## src/rtl/decode_sequencer_if.sv

```systemverilog
// rtl/decode_sequencer_if.sv - shared types and fetch/decode/rename handshake bundle for decode_sequencer
//
// decode_sequencer_pkg : pc_t (32-bit PC) and uop_t (decoded micro-op carrying its PC)
// decode_sequencer_if  : signal bundle between fetch, the combinational decode stage and rename
//   fetch_valid/fetch_ready/fetch_instr/fetch_pc : entry channel from fetch
//   dec_instr/dec_pc                             : FIFO head presented to decode
//   dec_nop/dec_invalid/dec_uop                  : decode's classification of that head
//   uop_valid/uop_ready/uop_out                  : registered uop channel toward rename
//   modport slave  : the sequencer side
//   modport master : the surrounding pipeline side

package decode_sequencer_pkg;
  localparam int PC_WIDTH = 32;

  typedef logic [PC_WIDTH-1:0] pc_t;

  typedef struct packed {
    pc_t         pc;
    logic [6:0]  opcode;
    logic [4:0]  rd;
    logic [4:0]  rs1;
    logic [4:0]  rs2;
    logic [31:0] imm;
  } uop_t;
endpackage

interface decode_sequencer_if #(
  parameter int INSTR_WIDTH = 32
);
  import decode_sequencer_pkg::*;

  logic                   fetch_valid;
  logic                   fetch_ready;
  logic [INSTR_WIDTH-1:0] fetch_instr;
  pc_t                    fetch_pc;

  logic [INSTR_WIDTH-1:0] dec_instr;
  pc_t                    dec_pc;
  logic                   dec_nop;
  logic                   dec_invalid;
  uop_t                   dec_uop;

  logic                   uop_valid;
  logic                   uop_ready;
  uop_t                   uop_out;

  modport slave (
    input  fetch_valid, fetch_instr, fetch_pc,
    output fetch_ready,
    output dec_instr, dec_pc,
    input  dec_nop, dec_invalid, dec_uop,
    output uop_valid, uop_out,
    input  uop_ready
  );

  modport master (
    output fetch_valid, fetch_instr, fetch_pc,
    input  fetch_ready,
    input  dec_instr, dec_pc,
    output dec_nop, dec_invalid, dec_uop,
    input  uop_valid, uop_out,
    output uop_ready
  );
endinterface

```

## src/rtl/decode_sequencer.sv

```systemverilog
// rtl/decode_sequencer.sv - fetch FIFO, decode sequencing and registered uop output between fetch and rename
//
// Ports:
//   clk, rst    : clock; asynchronous active-high reset
//   bus         : decode_sequencer_if.slave (fetch entry channel, decode head/classification, uop channel)
//   flush       : synchronous pipeline flush; wins over every other event in its cycle
//   exc_valid   : illegal-instruction exception pending (held until flush)
//   exc_pc      : PC of the illegal instruction
//   fifo_count  : current FIFO occupancy
//   issued_cnt  : uops loaded into the output stage since reset (wraps)

module decode_sequencer
  import decode_sequencer_pkg::*;
#(
  parameter int INSTR_WIDTH = 32,
  parameter int QUEUE_DEPTH = 4,
  parameter int CNT_WIDTH   = 32
) (
  input  logic                         clk,
  input  logic                         rst,
  decode_sequencer_if.slave            bus,
  input  logic                         flush,
  output logic                         exc_valid,
  output pc_t                          exc_pc,
  output logic [$clog2(QUEUE_DEPTH):0] fifo_count,
  output logic [CNT_WIDTH-1:0]         issued_cnt
);

  localparam int PTR_W = $clog2(QUEUE_DEPTH);
  localparam int CNT_W = PTR_W + 1;

  typedef enum logic {
    RUN  = 1'b0,
    HALT = 1'b1
  } state_t;

  state_t                 state;
  logic [INSTR_WIDTH-1:0] mem_instr [QUEUE_DEPTH];
  pc_t                    mem_pc    [QUEUE_DEPTH];
  logic [PTR_W-1:0]       rd_ptr;
  logic [PTR_W-1:0]       wr_ptr;
  logic                   uop_valid_q;
  uop_t                   uop_out_q;

  logic fifo_empty;
  logic fetch_ready_c;
  logic push;
  logic head_live;
  logic take_exc;
  logic take_nop;
  logic issue;
  logic pop;

  // Ready looks at the registered count only, so a same-cycle pop never
  // opens a slot early; flush blocks acceptance outright.
  assign fifo_empty    = (fifo_count == '0);
  assign fetch_ready_c = (fifo_count < CNT_W'(QUEUE_DEPTH)) && !flush;
  assign push          = bus.fetch_valid && fetch_ready_c;

  // Head classification in priority order: illegal, nop, then issue.
  // A nop is dropped even while the output stage is stalled.
  assign head_live = (state == RUN) && !fifo_empty;
  assign take_exc  = head_live && bus.dec_invalid;
  assign take_nop  = head_live && !bus.dec_invalid && bus.dec_nop;
  assign issue     = head_live && !bus.dec_invalid && !bus.dec_nop
                     && (!uop_valid_q || bus.uop_ready);
  assign pop       = take_exc || take_nop || issue;

  assign bus.fetch_ready = fetch_ready_c;
  assign bus.dec_instr   = fifo_empty ? '0 : mem_instr[rd_ptr];
  assign bus.dec_pc      = fifo_empty ? '0 : mem_pc[rd_ptr];
  assign bus.uop_valid   = uop_valid_q;
  assign bus.uop_out     = uop_out_q;

  // Entry storage needs no reset: occupancy gates everything read from it.
  always_ff @(posedge clk) begin
    if (push) begin
      mem_instr[wr_ptr] <= bus.fetch_instr;
      mem_pc[wr_ptr]    <= bus.fetch_pc;
    end
  end

  always_ff @(posedge clk or posedge rst) begin
    if (rst) begin
      state       <= RUN;
      rd_ptr      <= '0;
      wr_ptr      <= '0;
      fifo_count  <= '0;
      uop_valid_q <= 1'b0;
      uop_out_q   <= '0;
      exc_valid   <= 1'b0;
      exc_pc      <= '0;
      issued_cnt  <= '0;
    end else if (flush) begin
      // exc_pc and issued_cnt deliberately survive a flush.
      state       <= RUN;
      rd_ptr      <= '0;
      wr_ptr      <= '0;
      fifo_count  <= '0;
      uop_valid_q <= 1'b0;
      exc_valid   <= 1'b0;
    end else begin
      if (push) begin
        wr_ptr <= wr_ptr + 1'b1;
      end
      if (pop) begin
        rd_ptr <= rd_ptr + 1'b1;
      end
      if (push && !pop) begin
        fifo_count <= fifo_count + 1'b1;
      end else if (!push && pop) begin
        fifo_count <= fifo_count - 1'b1;
      end

      if (issue) begin
        uop_out_q   <= bus.dec_uop;
        uop_valid_q <= 1'b1;
        issued_cnt  <= issued_cnt + 1'b1;
      end else if (bus.uop_ready) begin
        uop_valid_q <= 1'b0;
      end

      if (take_exc) begin
        exc_valid <= 1'b1;
        exc_pc    <= bus.dec_pc;
        state     <= HALT;
      end
    end
  end

endmodule

```

## src/flat_wrapper.sv

```systemverilog
// flat-port wrapper written by rule: the top's interface ports become plain ports
module decode_sequencer_flat import decode_sequencer_pkg::*;
#(
  parameter int INSTR_WIDTH = 32,
  parameter int QUEUE_DEPTH = 4,
  parameter int CNT_WIDTH   = 32
)
  (clk, rst, flush, exc_valid, exc_pc, fifo_count, issued_cnt, bus_fetch_valid, bus_fetch_instr, bus_fetch_pc, bus_fetch_ready, bus_dec_instr, bus_dec_pc, bus_dec_nop, bus_dec_invalid, bus_dec_uop, bus_uop_valid, bus_uop_out, bus_uop_ready);
  decode_sequencer_if #(.INSTR_WIDTH(INSTR_WIDTH)) bus_i ();
  input  logic clk;
  input  logic rst;
  input  logic flush;
  output logic exc_valid;
  output pc_t exc_pc;
  output logic [$clog2(QUEUE_DEPTH):0] fifo_count;
  output logic [CNT_WIDTH-1:0] issued_cnt;
  input wire logic [$bits(bus_i.fetch_valid)-1:0] bus_fetch_valid;
  input wire logic [$bits(bus_i.fetch_instr)-1:0] bus_fetch_instr;
  input wire logic [$bits(bus_i.fetch_pc)-1:0] bus_fetch_pc;
  output wire logic [$bits(bus_i.fetch_ready)-1:0] bus_fetch_ready;
  output wire logic [$bits(bus_i.dec_instr)-1:0] bus_dec_instr;
  output wire logic [$bits(bus_i.dec_pc)-1:0] bus_dec_pc;
  input wire logic [$bits(bus_i.dec_nop)-1:0] bus_dec_nop;
  input wire logic [$bits(bus_i.dec_invalid)-1:0] bus_dec_invalid;
  input wire logic [$bits(bus_i.dec_uop)-1:0] bus_dec_uop;
  output wire logic [$bits(bus_i.uop_valid)-1:0] bus_uop_valid;
  output wire logic [$bits(bus_i.uop_out)-1:0] bus_uop_out;
  input wire logic [$bits(bus_i.uop_ready)-1:0] bus_uop_ready;
  assign bus_i.fetch_valid = bus_fetch_valid;
  assign bus_i.fetch_instr = bus_fetch_instr;
  assign bus_i.fetch_pc = bus_fetch_pc;
  assign bus_fetch_ready = bus_i.fetch_ready;
  assign bus_dec_instr = bus_i.dec_instr;
  assign bus_dec_pc = bus_i.dec_pc;
  assign bus_i.dec_nop = bus_dec_nop;
  assign bus_i.dec_invalid = bus_dec_invalid;
  assign bus_i.dec_uop = bus_dec_uop;
  assign bus_uop_valid = bus_i.uop_valid;
  assign bus_uop_out = bus_i.uop_out;
  assign bus_i.uop_ready = bus_uop_ready;
  decode_sequencer #(.INSTR_WIDTH(INSTR_WIDTH), .QUEUE_DEPTH(QUEUE_DEPTH), .CNT_WIDTH(CNT_WIDTH)) u_core (.clk(clk), .rst(rst), .bus(bus_i), .flush(flush), .exc_valid(exc_valid), .exc_pc(exc_pc), .fifo_count(fifo_count), .issued_cnt(issued_cnt));
endmodule
```

## config.mk

```make
export PLATFORM = sky130hd
export DESIGN_NAME = decode_sequencer_flat
export DESIGN_NICKNAME = d
export VERILOG_FILES = /design/src/rtl/decode_sequencer_if.sv /design/src/rtl/decode_sequencer.sv /design/src/flat_wrapper.sv
export SDC_FILE = /design/constraint.sdc
export NUM_CORES = 1
export LEC_CHECK = 0
export BUFFER_PORTS_ARGS = -buffer_cell sky130_fd_sc_hd__buf_2
export CAP_MARGIN = 10
export CORE_MARGIN = 2
export CORE_UTILIZATION = 35
export CTS_BUF_LIST = sky130_fd_sc_hd__clkbuf_16
export DETAILED_ROUTE_END_ITERATION = 8
export GPL_ROUTABILITY_DRIVEN = 0
export PLACE_DENSITY_LB_ADDON = 0.2
export SLEW_MARGIN = 5
export SYNTH_ARGS = -nofsm -noshare
export SYNTH_HDL_FRONTEND = slang
export SYNTH_SLANG_ARGS = --single-unit
```

## constraint.sdc

```tcl
create_clock -name clk -period 6.54 [get_ports clk]
set_input_delay 1.308 -clock clk [delete_from_list [all_inputs] [get_ports clk]]
set_output_delay 1.308 -clock clk [all_outputs]
set_load 0.03 [all_outputs]
```

Word-level counts from Yosys, hierarchy flattened
Memory sizes are Yosys's and may differ from the RTL's.
Cells that the tools add are included.
{"block": "word_totals", "in_bits": 157, "ram_bits": 256, "ff_bits": 159, "mem_count": 2}
{"block": "classes", "add_sub_neg": 5, "magnitude_cmp": 1, "muxes": 16, "reduce_logical": 28, "n_bitwise": 2}
{"memory": "u_core.mem_instr", "depth": 4, "word_bits": 32, "rd": 1, "rd_clocked_by_memory_dff": 0, "write_ports": 1, "line": "decode_sequencer.sv:38", "source": "logic [INSTR_WIDTH-1:0] mem_instr [QUEUE_DEPTH];"}
{"memory": "u_core.mem_pc", "depth": 4, "word_bits": 32, "rd": 1, "rd_clocked_by_memory_dff": 0, "write_ports": 1, "line": "decode_sequencer.sv:39", "source": "pc_t mem_pc [QUEUE_DEPTH];"}
{"operator": "32-bit two-way mux", "n": 2}
{"operator": "32-bit by 1-bit adder with 32-bit output, second input constant", "n": 1}
{"operator": "1-bit logical AND", "n": 10}
{"operator": "3-bit two-way mux", "n": 3}
{"operator": "2-bit two-way mux", "n": 4}
{"operator": "1-bit zero test", "n": 7}
{"operator": "1-bit two-way mux", "n": 7}
{"operator": "2-bit nonzero test", "n": 3}
{"operator": "3-bit nonzero test", "n": 2}
{"operator": "2-bit by 1-bit adder with 2-bit output, second input constant", "n": 2}
{"operator": "2-bit AND reduction", "n": 2}
{"operator": "3-bit by 1-bit adder with 3-bit output, second input constant", "n": 1}
{"operator": "3-bit zero test", "n": 1}
{"operator": "1-bit logical OR", "n": 3}
{"operator": "3-bit < comparator, second input constant", "n": 1}
{"operator": "3-bit by 1-bit subtractor with 3-bit output, second input constant", "n": 1}
{"operator": "1-bit NOT", "n": 2}

Longest topological paths before layout
Gate-level depths: netlist of the first run.
{"block": "logic_depth", "depth_word": 11, "depth_mapped": 8}

Worst setup path before layout of the first run
No wires, ideal clock.
{"block": "synth_path", "kind": "input -> register", "start": "input flush", "end": "memory u_core.mem_instr[1][0], enable pin", "path_buffers": 1, "required_time_ps": 6111, "t_arrival_ps": 3684, "path_stages": 3, "slack_ps": 2426, "path_cell_list": "clkbuf_1 > nor2_1 > and3_1"}
{"block": "synth_between", "elab_chain_len": 5}
{"item": "start, declared", "line": "flat_wrapper.sv:12", "source": "input logic flush;"}
{"item": "1-bit zero test", "line": "decode_sequencer.sv:57", "source": "assign fetch_ready_c = (fifo_count < CNT_W'(QUEUE_DEPTH)) && !flush;"}
{"item": "1-bit logical AND", "line": "decode_sequencer.sv:57"}
{"item": "named net bus_fetch_ready", "line": "flat_wrapper.sv:20", "source": "output wire logic [$bits(bus_i.fetch_ready)-1:0] bus_fetch_ready;"}
{"item": "1-bit logical AND", "line": "decode_sequencer.sv:58", "source": "assign push = bus.fetch_valid && fetch_ready_c;"}
{"item": "1-bit two-way mux", "line": "decode_sequencer.sv:77", "source": "if (push) begin"}
{"item": "1-bit two-way mux (not written as such)", "line": "decode_sequencer.sv:78", "source": "mem_instr[wr_ptr] <= bus.fetch_instr;"}
{"item": "end, declared", "line": "decode_sequencer.sv:38"}
The timed path passes the listed nets, and every way through them passes these cells.

Final worst setup path of the first run
{"block": "layout_path", "start": "register u_core.rd_ptr[0]", "end": "output bus_dec_pc[1]"}
{"block": "layout_between", "elab_chain_len": 2}
{"item": "start, declared", "line": "decode_sequencer.sv:40", "source": "logic [PTR_W-1:0] rd_ptr;"}
{"item": "start signal, assigned", "line": "decode_sequencer.sv:107", "source": "rd_ptr <= rd_ptr + 1'b1;"}
{"item": "memory read 4 x 32 bit"}
{"item": "32-bit two-way mux", "line": "decode_sequencer.sv:71", "source": "assign bus.dec_pc = fifo_empty ? '0 : mem_pc[rd_ptr];"}
{"item": "end, declared", "line": "flat_wrapper.sv:22", "source": "output wire logic [$bits(bus_i.dec_pc)-1:0] bus_dec_pc;"}
No other way between the ends.

==> results of run 1 <==
-- through the flow --
step	utilization (%)	total power, mW
floorplan	-	6.09
global placement	41.0	7.23
detailed placement	41.0	7.26
CTS	44.2	9.77
global route	44.2	10.1
finish	44.2	9.60
-- critical path, stage by stage (launching register included) --
cell and delay, ps:
sky130_fd_sc_hd__dfrtp_4 1020, sky130_fd_sc_hd__buf_4 580, sky130_fd_sc_hd__mux4_2 560, sky130_fd_sc_hd__and2_1 180
sky130_fd_sc_hd__buf_2 190
-- routing by layer --
metal | vias to the layer above | share of wire (%) | wire, um
met5 | - | 0.17 | 66
met1 | 4762 | 42 | 16000
li1 | 4468 | - | -
met4 | 10 | 2.2 | 853
met2 | 312 | 48 | 18500
met3 | 61 | 7.8 | 3000
-- power by group --
group / leakage, nW / internal, mW / switching, mW
sequential: 4.35 / 3.32 / 0.349
combinational: 3.53 / 1.14 / 2.34
clock: 0.765 / 1.40 / 1.06
-- flip-flops by register name, indices dropped and copies added, names as in the netlist --
| name | count |
|---|---|
| u_core.issued_cnt | 32 |
| u_core.bus.uop_valid | 1 |
| u_core.exc_pc | 32 |
| u_core.rd_ptr | 2 |
| u_core.fifo_count | 3 |
| u_core.wr_ptr | 2 |
| u_core.mem_pc | 128 |
| u_core.mem_instr | 128 |
| u_core.exc_valid | 1 |
| u_core.bus.uop_out | 86 |
-- cells by family (layout without fill, tap and decap cells) --
logic type	after synthesis	count (layout)	synth area share [%]
mux	96	96	11.3
compound gates	7	7	0.313
flops	415	415	72.9
fa+ha+maj	6	6	0.516
simple gates	413	413	11.7
buf+inv	57	480	1.45
other cells	0	1	0
xor+xnor	36	36	1.97
-- layout by cell type, fill, tap and decap left out, types with 3 or more instances in the layout --
cell type,count
sky130_fd_sc_hd__and2_1,65
sky130_fd_sc_hd__and3_4,4
sky130_fd_sc_hd__and4_1,3
sky130_fd_sc_hd__buf_2,376
sky130_fd_sc_hd__buf_4,7
sky130_fd_sc_hd__clkbuf_16,47
sky130_fd_sc_hd__clkinv_1,8
sky130_fd_sc_hd__clkinv_2,9
sky130_fd_sc_hd__dfrtp_1,157
sky130_fd_sc_hd__edfxtp_1,256
sky130_fd_sc_hd__ha_1,5
sky130_fd_sc_hd__inv_1,22
sky130_fd_sc_hd__mux2_2,32
sky130_fd_sc_hd__mux4_2,64
sky130_fd_sc_hd__nand2_1,277
sky130_fd_sc_hd__nand2b_1,3
sky130_fd_sc_hd__nand3_1,12
sky130_fd_sc_hd__nand4_1,6
sky130_fd_sc_hd__nor2_1,15
sky130_fd_sc_hd__nor3_1,12
sky130_fd_sc_hd__xnor2_1,17
sky130_fd_sc_hd__xor2_1,19
-- worst max path at each step --
stage                                              to  slack, ps  cells after the start
CTS                                     bus_dec_pc[1]       1910                      4
global route                            bus_dec_pc[1]       1790                      4
detailed placement                      bus_dec_pc[1]       2550                      4
finish                                  bus_dec_pc[1]       2070                      4
global placement                    bus_dec_instr[15]       2550                      4
floorplan           u_core.bus.uop_out[0]$_DFFE_PP0P_        940                      1
-- cell type report --
cell class                 count  area, um2
antenna                        1       2.50
clock buffer                  47       1180
sequential                   415      11700
timing repair buffer         384       1950
clock inverter                39        269
multi-input combinational    558       4150
inverter                      10       42.5
tap                          600        751
fill                        4114      25300
==> results.cfg, run 1 <==
[detailed_routing]
detailroute.via_count = 9613
route.detailed.wl_per_inst_um = 18.7
firstDrtPassIters = 5
totalWireLength_um = 38400
drt-vias-per-instance = 4.68
detail_route.iter0.violations = 541
post_detailed_route_count_of_antenna_violating_nets = 0
post-route-drc-count = 0

[timing]
rsz0062_at_grt = false
fin_crit_sh_pct = 68.3
relSlewSlack_pct = 27.3
finalWorstPathRequiredPeriod_ps = 4470
timing.setup.tns_ps = 0
finClkSkew_ps = 14.4
layout_setup_ws_ps = 2070
maxClockFrequency_mhz = 224
final_max_slew_viol_count = 0
final-setup-viol-count = 0
final_hold_viol_count = 0
fin_worst_hold_slack_ps = 466
worst_slew_pin_slew_ps = 1090

[critical_path]
worst_setup_sp = u_core.rd_ptr[0]$_DFFE_PP0P_
critPathMaxFanout = 43
r2r-start = u_core.rd_ptr[0]$_DFFE_PP0P_
critPathKind = flip-flop to output port
depth_of_the_worst_register_to_register_path = 4
critical_path_required_ps = 5230
reg2reg_to = u_core.exc_pc[0]$_DFFE_PP0P_
timing.reg2reg.setup_slack_ps = 3770
critical_path_arrival_ps = 3160
cp-end-kind = output port
crit_path_start_kind = flip-flop

[yosys]
yosys.area.top_type = sky130_fd_sc_hd__edfxtp_1
synth_top_area_share_pct = 48.0
syn-num-nets = 1193
synthesis.instances = 1030
synth_async_sr_flop_share_pct = 38.3
avgSynthCellArea_um2 = 15.5
synth_most_common_cell = sky130_fd_sc_hd__nand2_1
synth.ff_latch_count = 415
count_of_flip_flops_with_a_built_in_enable_after_synthesis = 256
post_synth_num_cell_types = 35
yosysWarnings = 0
synth_seq_area_share_pct = 72.9
ys_dominant_reg_cell = sky130_fd_sc_hd__edfxtp_1
netlist_top_cells_count = sky130_fd_sc_hd__nand2_1 (278), sky130_fd_sc_hd__edfxtp_1 (256), sky130_fd_sc_hd__dfrtp_1 (159)
syn-cell-area_um2 = 16000
synth_area_leaders = sky130_fd_sc_hd__edfxtp_1 (48%), sky130_fd_sc_hd__dfrtp_1 (25%), sky130_fd_sc_hd__mux4_2 (9.0%)

[clock_network]
cts-root-to-sink-buffers = 3
ctsRootBufferMaster = sky130_fd_sc_hd__clkbuf_16
cts_resized = 0
cts_tree = built
post_cts.repair.setup_buffers = 0
ctsHoldBuffers = 0
clock_insertion_delay_worst_skew_ps = 580
cts_sink_count = 415
ctsHtreeMaxLevel = 2
clk_transition_reported_paths_ps = 60
cts_made_buffers = 46

[global_routing]
globalRouteOverflowTotal = 0
track_usage_pct = 16.0
grt_pass1_vias = 9776
grt_pass1_wl_um = 57900
globalRoute.busiestLayer = met2
met1_usage_pct = 20.2
largest_net_degree_at_the_start_of_global_routing = 160
grtUsageMet2_pct = 26.3
antenna_found_initial = 5
global_route.usage.met3_pct = 4.71

[cells_and_area]
num-nets-final = 1578
layout-area-overhead-vs-synth_pct = 25.0
design_area_um2 = 20000
number_of_cells_in_the_finished_layout_apart_from_fillers = 2054
drive_above_1_share_pct = 38.5

[placed_design]
dp_worst_setup_slack_ps = 2550
placedCellCount = 1967
portBuffers = 376
placedInstanceArea_um2 = 18600
hpwl_um = 23900

[floorplanning]
design.portCount = 377
dieWidth_um = 218
die-area_um2 = 47500
chipHeight_um = 218
initial_cell_density_of_the_core_pct = 35.4
rows = 78
core_area_um2 = 45300

[outcome]
run_status = finished, final reports clean

[worst_hold_path]
hold_path_end = u_core.bus.uop_out[82]$_DFFE_PP0P_
worst_hold_path_type = flip-flop to flip-flop
hold-path-cell-count = 2
holdCritStartpoint = u_core.bus.uop_out[82]$_DFFE_PP0P_

[pwr]
p_leak_nw = 8.65
ir_drop_v = 0.000292
power-per-cell-area_nw_per_um2 = 480

[run]
maxCapViolCount = 0
Note: power is estimated with default switching activity, not from simulation.
==> run 2: changes to the inputs <==
==> constraint.sdc (replaced) <==
create_clock -name clk -period 4.35 [get_ports clk]
set_input_delay 0.87 -clock clk [delete_from_list [all_inputs] [get_ports clk]]
set_output_delay 0.87 -clock clk [all_outputs]
set_load 0.03 [all_outputs]
==> results.cfg, run 2 (synthesized netlist as in run 1, its figures left out) <==
[timing]
timing.setup.tns_ps = 0
final-setup-viol-count = 0
final_hold_viol_count = 0
final_max_slew_viol_count = 0
finalWorstPathRequiredPeriod_ps = 3480
rsz0062_at_grt = false
fin_crit_sh_pct = 80.0
finClkSkew_ps = 22.4
relSlewSlack_pct = 33.8
worst_slew_pin_slew_ps = 992
maxClockFrequency_mhz = 287

[clock_network]
post_cts.repair.setup_buffers = 0
cts_sink_count = 415
cts_tree = built
cts_made_buffers = 46
cts-root-to-sink-buffers = 3
ctsHoldBuffers = 0
cts_resized = 0
clock_insertion_delay_worst_skew_ps = 570
ctsRootBufferMaster = sky130_fd_sc_hd__clkbuf_16
ctsHtreeMaxLevel = 2
clk_transition_reported_paths_ps = 60

[outcome]
run_status = finished, final reports clean

[critical_path]
r2r-start = u_core.fifo_count[0]$_DFFE_PP0P_
cp-end-kind = output port
critPathMaxFanout = 25
critPathKind = flip-flop to output port
depth_of_the_worst_register_to_register_path = 7
critical_path_required_ps = 3480
critical_path_arrival_ps = 2610
crit_path_start_kind = flip-flop
worst_setup_sp = u_core.rd_ptr[0]$_DFFE_PP0P_
reg2reg_to = u_core.fifo_count[2]$_DFFE_PP0P_
timing.reg2reg.setup_slack_ps = 1750

[floorplanning]
design.portCount = 377
chipHeight_um = 218
die-area_um2 = 47500
dieWidth_um = 218
initial_cell_density_of_the_core_pct = 35.4
core_area_um2 = 45300
rows = 78

[detailed_routing]
drt-vias-per-instance = 4.71
post_detailed_route_count_of_antenna_violating_nets = 0
totalWireLength_um = 38000
route.detailed.wl_per_inst_um = 18.4
detail_route.iter0.violations = 625
post-route-drc-count = 0
detailroute.via_count = 9718
firstDrtPassIters = 4

[global_routing]
grtUsageMet2_pct = 25.9
met1_usage_pct = 20.7
grt_pass1_wl_um = 57600
globalRouteOverflowTotal = 0
track_usage_pct = 15.9
grt_pass1_vias = 9672
global_route.usage.met3_pct = 4.50
globalRoute.busiestLayer = met2
antenna_found_initial = 12
largest_net_degree_at_the_start_of_global_routing = 160

[cells_and_area]
design_area_um2 = 20100
layout-area-overhead-vs-synth_pct = 25.6
num-nets-final = 1583
final_common_cell = sky130_fd_sc_hd__buf_2
post-route-util_pct = 44.4
nFillCells = 4142
drive_above_1_share_pct = 38.3
number_of_cells_in_the_finished_layout_apart_from_fillers = 2064
final_cell_mix = sky130_fd_sc_hd__buf_2 (376), sky130_fd_sc_hd__nand2_1 (277), sky130_fd_sc_hd__edfxtp_1 (256), sky130_fd_sc_hd__dfrtp_1 (157), sky130_fd_sc_hd__and2_1 (65)

[pwr]
power-per-cell-area_nw_per_um2 = 713
p_leak_nw = 8.69
ir_drop_v = 0.000445

[placed_design]
placedCellCount = 1972
hpwl_um = 24400
portBuffers = 376
placedInstanceArea_um2 = 18700

[worst_hold_path]
hold-path-cell-count = 1
worst_hold_path_type = flip-flop to flip-flop
hold_path_end = u_core.issued_cnt[31]$_DFFE_PP0P_
holdCritStartpoint = u_core.issued_cnt[31]$_DFFE_PP0P_

[run]
maxCapViolCount = 0
[run 2: worst max-delay path by stage]
stage | end | slack (ps) | cells after the start
floorplan | u_core.mem_instr[1][0]$_DFFE_PP_ | 670 | 3
global placement | bus_dec_pc[2] | 1370 | 4
detailed placement | u_core.exc_pc[21]$_DFFE_PP0P_ | 1320 | 4
CTS | bus_dec_pc[2] | 730 | 4
global route | bus_dec_pc[18] | 680 | 4
finish | bus_dec_instr[26] | 870 | 4
[run 2: worst max-delay path: stages (launching register included)]
cell and delay (ps):
sky130_fd_sc_hd__dfrtp_4 800, sky130_fd_sc_hd__buf_12 300, sky130_fd_sc_hd__mux4_2 570, sky130_fd_sc_hd__and2_1 180, sky130_fd_sc_hd__buf_2 170
[run 2: layout make-up]
| cell class | count | area [um2] | area share [%] |
|---|---|---|---|
| clock buffer | 48 | 1200 | 5.97 |
| sequential | 415 | 11700 | 58.0 |
| multi-input combinational | 558 | 4150 | 20.6 |
| inverter | 10 | 41.3 | 0.205 |
| antenna | 6 | 15.0 | 0.0746 |
| tap | 600 | 751 | 3.73 |
| clock inverter | 38 | 205 | 1.02 |
| timing repair buffer | 389 | 2080 | 10.3 |
[run 2: layer usage]
layer  wire length, um  share of wire, %
met1             16200                43
met2             18200                48
met3              2840               7.5
met4               710               1.9
met5               116              0.30
[run 2: report_power, final]
part	switching [mW]	internal, mW
clock network	1.52	2.05
registers	0.446	5.00
logic	3.58	1.74
[run 2: per-stage QoR]
step | worst slack [ps] | hold slack (ps) | power, mW
after floorplan | 674 | 562 | 9.16
after global placement | 1370 | 451 | 10.9
after detailed placement | 1320 | 456 | 11.0
after CTS | 728 | 451 | 14.6
after global routing | 683 | 476 | 15.1
final | 870 | 467 | 14.3
